<file path="src/rtl/cgmii_pkg.sv">
// Shared constants, state encoding and block helpers for the CGMII frame generator.
package cgmii_pkg;

  localparam int unsigned BLK_W  = 64;
  localparam int unsigned CTRL_W = 8;

  // Whole-block encodings, byte0 in [63:56]
  localparam logic [BLK_W-1:0] Q_ORD_BLOCK = 64'h9C68_7973_0000_0000;
  localparam logic [BLK_W-1:0] IDLE_BLOCK  = 64'h0707_0707_0707_0707;
  localparam logic [BLK_W-1:0] ERROR_BLOCK = 64'hFEFE_FEFE_FEFE_FEFE;

  localparam logic [7:0] START_BYTE = 8'hFB;
  localparam logic [7:0] TERM_BYTE  = 8'hFD;
  localparam logic [7:0] IDLE_BYTE  = 8'h07;

  // Control masks, bit7 belongs to byte0
  localparam logic [CTRL_W-1:0] CTRL_ALL  = 8'hFF;
  localparam logic [CTRL_W-1:0] CTRL_NONE = 8'h00;
  localparam logic [CTRL_W-1:0] CTRL_LEAD = 8'h80;

  typedef enum logic [4:0] {
    ST_INIT  = 5'b00001,
    ST_START = 5'b00010,
    ST_DATA  = 5'b00100,
    ST_TERM  = 5'b01000,
    ST_IDLE  = 5'b10000
  } state_e;

  // Terminate block: k payload bytes kept from prbs, then FD, then idles
  function automatic logic [BLK_W-1:0] term_block(input logic [BLK_W-1:0] prbs,
                                                   input logic [2:0]       k);
    logic [BLK_W-1:0] d;
    d = IDLE_BLOCK;
    for (int i = 0; i < 8; i++) begin
      if (i < int'(k)) begin
        d[63-8*i -: 8] = prbs[63-8*i -: 8];
      end else if (i == int'(k)) begin
        d[63-8*i -: 8] = TERM_BYTE;
      end
    end
    return d;
  endfunction

endpackage

</file>
<file path="src/rtl/prbs64_gen.sv">
// 31-bit LFSR (x^31 + x^28 + 1) producing 64 fresh bits per enable.
// o_data holds the next unused word; the oldest generated bit sits in bit 63.
module prbs64_gen #(
  parameter logic [30:0] SEED = 31'h7FFFFFFF
) (
  input  logic        i_clock,
  input  logic        i_reset,
  input  logic        i_enable,
  output logic [63:0] o_data
);

  localparam int unsigned LFSR_W = 31;
  localparam int unsigned WORD_W = 64;

  // Run the LFSR 64 steps; returns {final state, generated word}
  function automatic logic [LFSR_W+WORD_W-1:0] step64(input logic [LFSR_W-1:0] s_in);
    logic [LFSR_W-1:0] s;
    logic [WORD_W-1:0] w;
    logic              nb;
    s = s_in;
    w = '0;
    for (int i = 0; i < int'(WORD_W); i++) begin
      nb          = s[30] ^ s[27];
      w[63-i]     = nb;
      s           = {s[29:0], nb};
    end
    return {s, w};
  endfunction

  localparam logic [LFSR_W+WORD_W-1:0] RESET_VAL = step64(SEED);

  logic [LFSR_W-1:0] lfsr_q, lfsr_d;
  logic [WORD_W-1:0] data_q, data_d;

  // Next state and word, taken only when enabled
  always_comb begin
    lfsr_d = lfsr_q;
    data_d = data_q;
    if (i_enable) begin
      {lfsr_d, data_d} = step64(lfsr_q);
    end
  end

  // LFSR state and pre-computed word
  always_ff @(posedge i_clock or negedge i_reset) begin
    if (!i_reset) begin
      {lfsr_q, data_q} <= RESET_VAL;
    end else begin
      lfsr_q <= lfsr_d;
      data_q <= data_d;
    end
  end

  assign o_data = data_q;

endmodule

</file>
<file path="src/rtl/cgmii_frame_gen.sv">
// CGMII test-traffic source: INIT ordered sets, then START / DATA / TERM / IDLE
// frames with PRBS payload, valid/ready handshake and frame counter.
// Optional error injection is compiled in with CGMII_FRAME_GEN_ERR_INJ_EN.
module cgmii_frame_gen
  import cgmii_pkg::*;
#(
  parameter int unsigned NB_DATA   = 64,
  parameter int unsigned NB_CTRL   = 8,
  parameter int unsigned NB_LEN    = 16,
  parameter int unsigned NB_IDLE   = 8,
  parameter int unsigned N_INIT_OS = 4,
  parameter logic [30:0] PRBS_SEED = 31'h7FFFFFFF
) (
  input  logic               i_clock,
  input  logic               i_reset,
  input  logic               i_enable,
  input  logic [NB_LEN-1:0]  i_cfg_ndata,
  input  logic [NB_IDLE-1:0] i_cfg_nidle,
  input  logic [2:0]         i_cfg_nterm,
  input  logic               i_ready,
  input  logic               i_err_inject,
  output logic [NB_DATA-1:0] o_tx_data,
  output logic [NB_CTRL-1:0] o_tx_ctrl,
  output logic               o_valid,
  output logic [NB_LEN-1:0]  o_frame_count
);

  localparam int unsigned NB_OS = 4;

  state_e             state_q, state_d;
  logic [NB_OS-1:0]   os_cnt_q, os_cnt_d;
  logic [NB_LEN-1:0]  blk_cnt_q, blk_cnt_d;
  logic [NB_LEN-1:0]  ndata_q, ndata_d;
  logic [NB_IDLE-1:0] nidle_q, nidle_d;
  logic [2:0]         nterm_q, nterm_d;
  logic [NB_DATA-1:0] data_q, data_d;
  logic [NB_CTRL-1:0] ctrl_q, ctrl_d;
  logic               valid_q, valid_d;
  logic [NB_LEN-1:0]  fcnt_q, fcnt_d;
  logic               prbs_en;
  logic [63:0]        prbs_data;

`ifdef CGMII_FRAME_GEN_ERR_INJ_EN
  logic               err_q, err_d;
`else
  logic               err_inject_unused;
  assign err_inject_unused = i_err_inject;
`endif

  prbs64_gen #(
    .SEED (PRBS_SEED)
  ) u_prbs (
    .i_clock  (i_clock),
    .i_reset  (i_reset),
    .i_enable (prbs_en),
    .o_data   (prbs_data)
  );

  // Next-state and next-word logic; everything holds unless the current beat is taken
  always_comb begin
    state_d   = state_q;
    os_cnt_d  = os_cnt_q;
    blk_cnt_d = blk_cnt_q;
    ndata_d   = ndata_q;
    nidle_d   = nidle_q;
    nterm_d   = nterm_q;
    data_d    = data_q;
    ctrl_d    = ctrl_q;
    valid_d   = valid_q;
    fcnt_d    = fcnt_q;
    prbs_en   = 1'b0;
`ifdef CGMII_FRAME_GEN_ERR_INJ_EN
    err_d     = err_q | i_err_inject;
`endif
    if (!valid_q || i_ready) begin
      if (!i_enable) begin
        valid_d = 1'b0;
      end else begin
        valid_d = 1'b1;
        case (state_q)
          ST_INIT: begin
            data_d = NB_DATA'(Q_ORD_BLOCK);
            ctrl_d = NB_CTRL'(CTRL_LEAD);
            if (os_cnt_q == NB_OS'(N_INIT_OS - 1)) begin
              os_cnt_d = '0;
              state_d  = ST_START;
            end else begin
              os_cnt_d = os_cnt_q + NB_OS'(1);
            end
          end
          ST_START: begin
            data_d    = NB_DATA'({START_BYTE, prbs_data[55:0]});
            ctrl_d    = NB_CTRL'(CTRL_LEAD);
            prbs_en   = 1'b1;
            ndata_d   = i_cfg_ndata;
            nidle_d   = i_cfg_nidle;
            nterm_d   = i_cfg_nterm;
            blk_cnt_d = '0;
            state_d   = (i_cfg_ndata != '0) ? ST_DATA : ST_TERM;
          end
          ST_DATA: begin
            data_d  = NB_DATA'(prbs_data);
            ctrl_d  = NB_CTRL'(CTRL_NONE);
            prbs_en = 1'b1;
`ifdef CGMII_FRAME_GEN_ERR_INJ_EN
            if (err_q) begin
              data_d = NB_DATA'(ERROR_BLOCK);
              ctrl_d = NB_CTRL'(CTRL_ALL);
              err_d  = i_err_inject;
            end
`endif
            if (blk_cnt_q == ndata_q - NB_LEN'(1)) begin
              blk_cnt_d = '0;
              state_d   = ST_TERM;
            end else begin
              blk_cnt_d = blk_cnt_q + NB_LEN'(1);
            end
          end
          ST_TERM: begin
            data_d    = NB_DATA'(term_block(prbs_data, nterm_q));
            ctrl_d    = NB_CTRL'(CTRL_ALL >> nterm_q);
            prbs_en   = 1'b1;
            fcnt_d    = fcnt_q + NB_LEN'(1);
            blk_cnt_d = '0;
            state_d   = (nidle_q != '0) ? ST_IDLE : ST_START;
          end
          ST_IDLE: begin
            data_d = NB_DATA'(IDLE_BLOCK);
            ctrl_d = NB_CTRL'(CTRL_ALL);
            if (blk_cnt_q == NB_LEN'(nidle_q) - NB_LEN'(1)) begin
              blk_cnt_d = '0;
              state_d   = ST_START;
            end else begin
              blk_cnt_d = blk_cnt_q + NB_LEN'(1);
            end
          end
          default: begin
            state_d = ST_INIT;
          end
        endcase
      end
    end
  end

  // State, shadow config and registered outputs
  always_ff @(posedge i_clock or negedge i_reset) begin
    if (!i_reset) begin
      state_q   <= ST_INIT;
      os_cnt_q  <= '0;
      blk_cnt_q <= '0;
      ndata_q   <= '0;
      nidle_q   <= '0;
      nterm_q   <= '0;
      data_q    <= NB_DATA'(IDLE_BLOCK);
      ctrl_q    <= NB_CTRL'(CTRL_ALL);
      valid_q   <= 1'b0;
      fcnt_q    <= '0;
`ifdef CGMII_FRAME_GEN_ERR_INJ_EN
      err_q     <= 1'b0;
`endif
    end else begin
      state_q   <= state_d;
      os_cnt_q  <= os_cnt_d;
      blk_cnt_q <= blk_cnt_d;
      ndata_q   <= ndata_d;
      nidle_q   <= nidle_d;
      nterm_q   <= nterm_d;
      data_q    <= data_d;
      ctrl_q    <= ctrl_d;
      valid_q   <= valid_d;
      fcnt_q    <= fcnt_d;
`ifdef CGMII_FRAME_GEN_ERR_INJ_EN
      err_q     <= err_d;
`endif
    end
  end

  assign o_tx_data     = data_q;
  assign o_tx_ctrl     = ctrl_q;
  assign o_valid       = valid_q;
  assign o_frame_count = fcnt_q;

endmodule

</file>
<file path="config.mk">
export PLATFORM = sky130hd
export DESIGN_NAME = cgmii_frame_gen
export DESIGN_NICKNAME = d
export VERILOG_FILES = /design/src/rtl/cgmii_pkg.sv /design/src/rtl/prbs64_gen.sv /design/src/rtl/cgmii_frame_gen.sv
export SDC_FILE = /design/constraint.sdc
export NUM_CORES = 1
export LEC_CHECK = 0
export ABC_AREA = 1
export CORE_UTILIZATION = 35
export CTS_CLUSTER_SIZE = 12
export DETAILED_ROUTE_END_ITERATION = 16
export GPL_TIMING_DRIVEN = 0
export MAX_ROUTING_LAYER = met4
export SYNTH_ARGS = -nofsm -noshare
export SYNTH_HDL_FRONTEND = slang
export SYNTH_SLANG_ARGS = --single-unit
</file>
<file path="constraint.sdc">
create_clock -name i_clock -period 2.1 [get_ports i_clock]
set_clock_uncertainty 0.15 [all_clocks]
set_input_delay 0.42 -clock i_clock [delete_from_list [all_inputs] [get_ports i_clock]]
set_output_delay 0.42 -clock i_clock [all_outputs]
set_load 0.03 [all_outputs]
</file>
==> results.md <==
* Die Height at 178 µm
* Clock Pin Slew Worst Setup and Hold Paths at 60 ps
* R2R cell count at 14
* Clock root cell: clkbuf_16
* Io pins at 121
* # setup viols final at 29
* Skew-Pair Late Insertion Delay at 520 ps
* Sw Ratio at 45.7%
* Worst Hold Class: reg2reg
* Hold endpoint: o_tx_data[57]$_DFFE_PN1P_
* Leak at 7.46 nW
* CP startpoint kind: register
* Worst R2R Start: ndata_q[1]$_DFFE_PN0P_
* DR WL/cell at 17.3 µm
* Hold wc startpoint: o_tx_data[57]$_DFFE_PN1P_
* Final wirelength at 34,600 µm
* Reg2reg setup slack at -110 ps
* Max Clock Freq at 452 MHz
* Final WS setup at -110 ps
* Htree depth at 1
* Outcome: finished with violations
* Final setup TNS at -2120 ps
* Sequential area share after synthesis at 47.7%
* First-pass GRT wire length at 51,800 µm
* Die ar. at 31,700 µm²
* Nets at 1,618
* RD Place Congestion at 0.923
* CTS Buf Count at 25
* Distinct cell type count after synthesis at 54
* Hold Crit Depth at 2
* Worst slew pin tran at 712 ps
* DP HPWL at 24,000 µm
* Tot GR Track Use at 21.8%
* Initial antenna violation count at 1
* Clk sinks at 205
* Largest net degree at the start of global routing at 116
* Row count at 64
* Register area at 5190 µm²
* Post-synth ARST share at 100%
* Synthesized area at 10,900 µm²
* Period Utilization, post-route at 105%
* Gr ovfl total at 0
* Via-to-Cell Ratio at 4.98
* Comb power frac at 50.4%
* RSZ-0062 raised after global routing: yes
* Area Overhead vs Synth at 37.1%
* Most common cell after layout, fill and taps aside: nand2_1
* Sequential Power Share at 31.4%
* # port buffers at 119
* Pint at 0.0126 W
* Die width at 178 µm
* Drt first-iter violations at 680
* Sw Pwr at 0.0106 W
* First drt pass iteration count at 5
* Critical Path AT at 2480 ps
* Pwr Density at 1550 nW/µm²
* Via count at 9,955
* CTS tree: yes
* Fin. Hold Viols at 0
* Hold WS at 311 ps
* Peak VDD IR at 0.685 mV
* Syn. warnings at 0
* EDFF count, synth at 0
* Rel. slew slack at 52.6%
* MaxCap Viol Count at 0
* # fillers at 2,977
* Clk pwr share at 18.2%
* Crit Path Max Fanout at 6
* Post-route antenna net violation count at 0
* CORE AREA at 30,600 µm²
* Synth Instances at 1,365
* Vias in the first global route at 9,370
* Critical path class: reg2reg
* FF-to-FF End: blk_cnt_q[15]$_DFFE_PN0P_
* Synthesized Nets at 1,402
* #FFs+latches synth at 205
* Multi-input logic area at 5590 µm²
* Share of cells above drive strength 1 at 24.6%
* Most frequent cells in the layout: nand2_1, dfrtp_1, inv_1
* Min cycle time layout at 2210 ps
* Initial Util at 35.5%
* Worst Path Required at 2370 ps
* Crit end category: register
* Ys flop type: dfrtp_1
* Final Max Tran Viols at 0
* Failing checks: setup timing
* Max Root-Sink Buffers at 3
* Drt drc at 0
* Mean Syn Cell Area at 7.95 µm²
[final cells by class]
| type | count | area share, % |
|---|---|---|
| antenna | 1 | 0.0168 |
| buffer | 43 | 2.65 |
| clock buffer | 35 | 4.72 |
| clock inverter | 11 | 0.605 |
| inverter | 152 | 4.07 |
| multi-input combinational | 966 | 37.6 |
| sequential | 205 | 34.9 |
| tap | 396 | 3.33 |
| timing repair buffer | 188 | 12.2 |
[critical path, stage by stage, from the launching register on]
cell     delay, ps
dfrtp_1        420
inv_2          100
ha_4           170
nand2_4        110
nor2_4         190
nand2_1         90
nand2_1         80
nand3_1        100
nor2_2         130
nand3_2        100
nand2_2        110
nand3_4        100
buf_6          160
nand2_2         60
inv_2           30
[registers in the layout, summed over array words and instances, names as in the netlist]
register / count
blk_cnt_q: 16
nidle_q: 8
u_prbs.o_data: 64
o_valid: 1
o_frame_count: 16
o_tx_data: 64
nterm_q: 3
state_q: 5
o_tx_ctrl: 8
ndata_q: 16
os_cnt_q: 4
[how the worst max path moves through the flow]
stage / startpoint / to / slack [ps] / cells past startpoint
after floorplan: nidle_q[0]$_DFFE_PN0P_ / state_q[4]$_DFFE_PN0P_ / 30 / 14
after global placement: i_reset / o_frame_count[4]$_DFFE_PN0P_ / -8490 / 1
after detailed placement: i_ready / o_tx_data[10]$_DFFE_PN1P_ / -750 / 9
after CTS: ndata_q[1]$_DFFE_PN0P_ / blk_cnt_q[14]$_DFFE_PN0P_ / -160 / 14
after global routing: ndata_q[1]$_DFFE_PN0P_ / blk_cnt_q[13]$_DFFE_PN0P_ / -270 / 16
final: ndata_q[1]$_DFFE_PN0P_ / blk_cnt_q[15]$_DFFE_PN0P_ / -110 / 14
[power groups by stage]
stage | combinational, W | clock [W] | sequential (W)
final | 0.0117 | 0.00421 | 0.00727
after global routing | 0.0128 | 0.00446 | 0.00745
after CTS | 0.0100 | 0.00430 | 0.00713
after detailed placement | 0.00957 | 0 | 0.00714
after global placement | 0.00946 | 0 | 0.00714
after floorplan | 0.00574 | 0 | 0.00767
[per-stage QoR]
step,worst slack (ps),power (W),utilization [%],instances,area [µm²]
finish,-110,0.0231,48.7,1997,14900
global route,-274,0.0247,48.7,1997,14900
CTS,-161,0.0215,44.9,1952,13700
detailed placement,-755,0.0167,41.1,1881,12600
global placement,-8490,0.0166,41.0,1880,12500
floorplan,27.1,0.0134,-,1365,10900
[Yosys cell counts, types with 10 or more instances]
master,n,share of area (%)
buf_2,18,0.83
a21oi_1,51,2.4
inv_1,144,5.0
dfstp_2,42,10
nor2_1,141,4.9
nand3_1,62,2.9
xnor2_1,39,3.1
nand2_1,400,14
clkbuf_1,14,0.48
dfrtp_1,163,38
a31oi_1,10,0.58
xor2_1,51,4.1
nand4_1,12,0.69
o21ai_0,120,5.5
[cells by family after synthesis]
kind of cell	share of synthesized area, %
AND/OR/NAND/NOR	26.4
flip-flops	47.7
buffers and inverters	7.33
multiplexers	0.519
adder cells (fa/ha/maj)	0.576
AO/OA/AOI/OAI	10.1
XOR/XNOR	7.26
[routing by layer]
layer | vias up | GRT usage (%) | part of all wire (%)
met5 | - | - | 0
met4 | 0 | 6.70 | 3.1
met3 | 75 | 3.50 | 7.1
met2 | 333 | 34.1 | 47
met1 | 4777 | 29.1 | 43
li1 | 4770 | - | -
[timing repair]
action,CTS,global route
setup buffers,21,36
resized for setup,187,232
setup endpoints to repair,249,160
hold buffers,1,0
gates cloned,3,10
endpoints found under the hold margin,71,0
pin swaps,27,45
(Power assumes the default switching activity.)
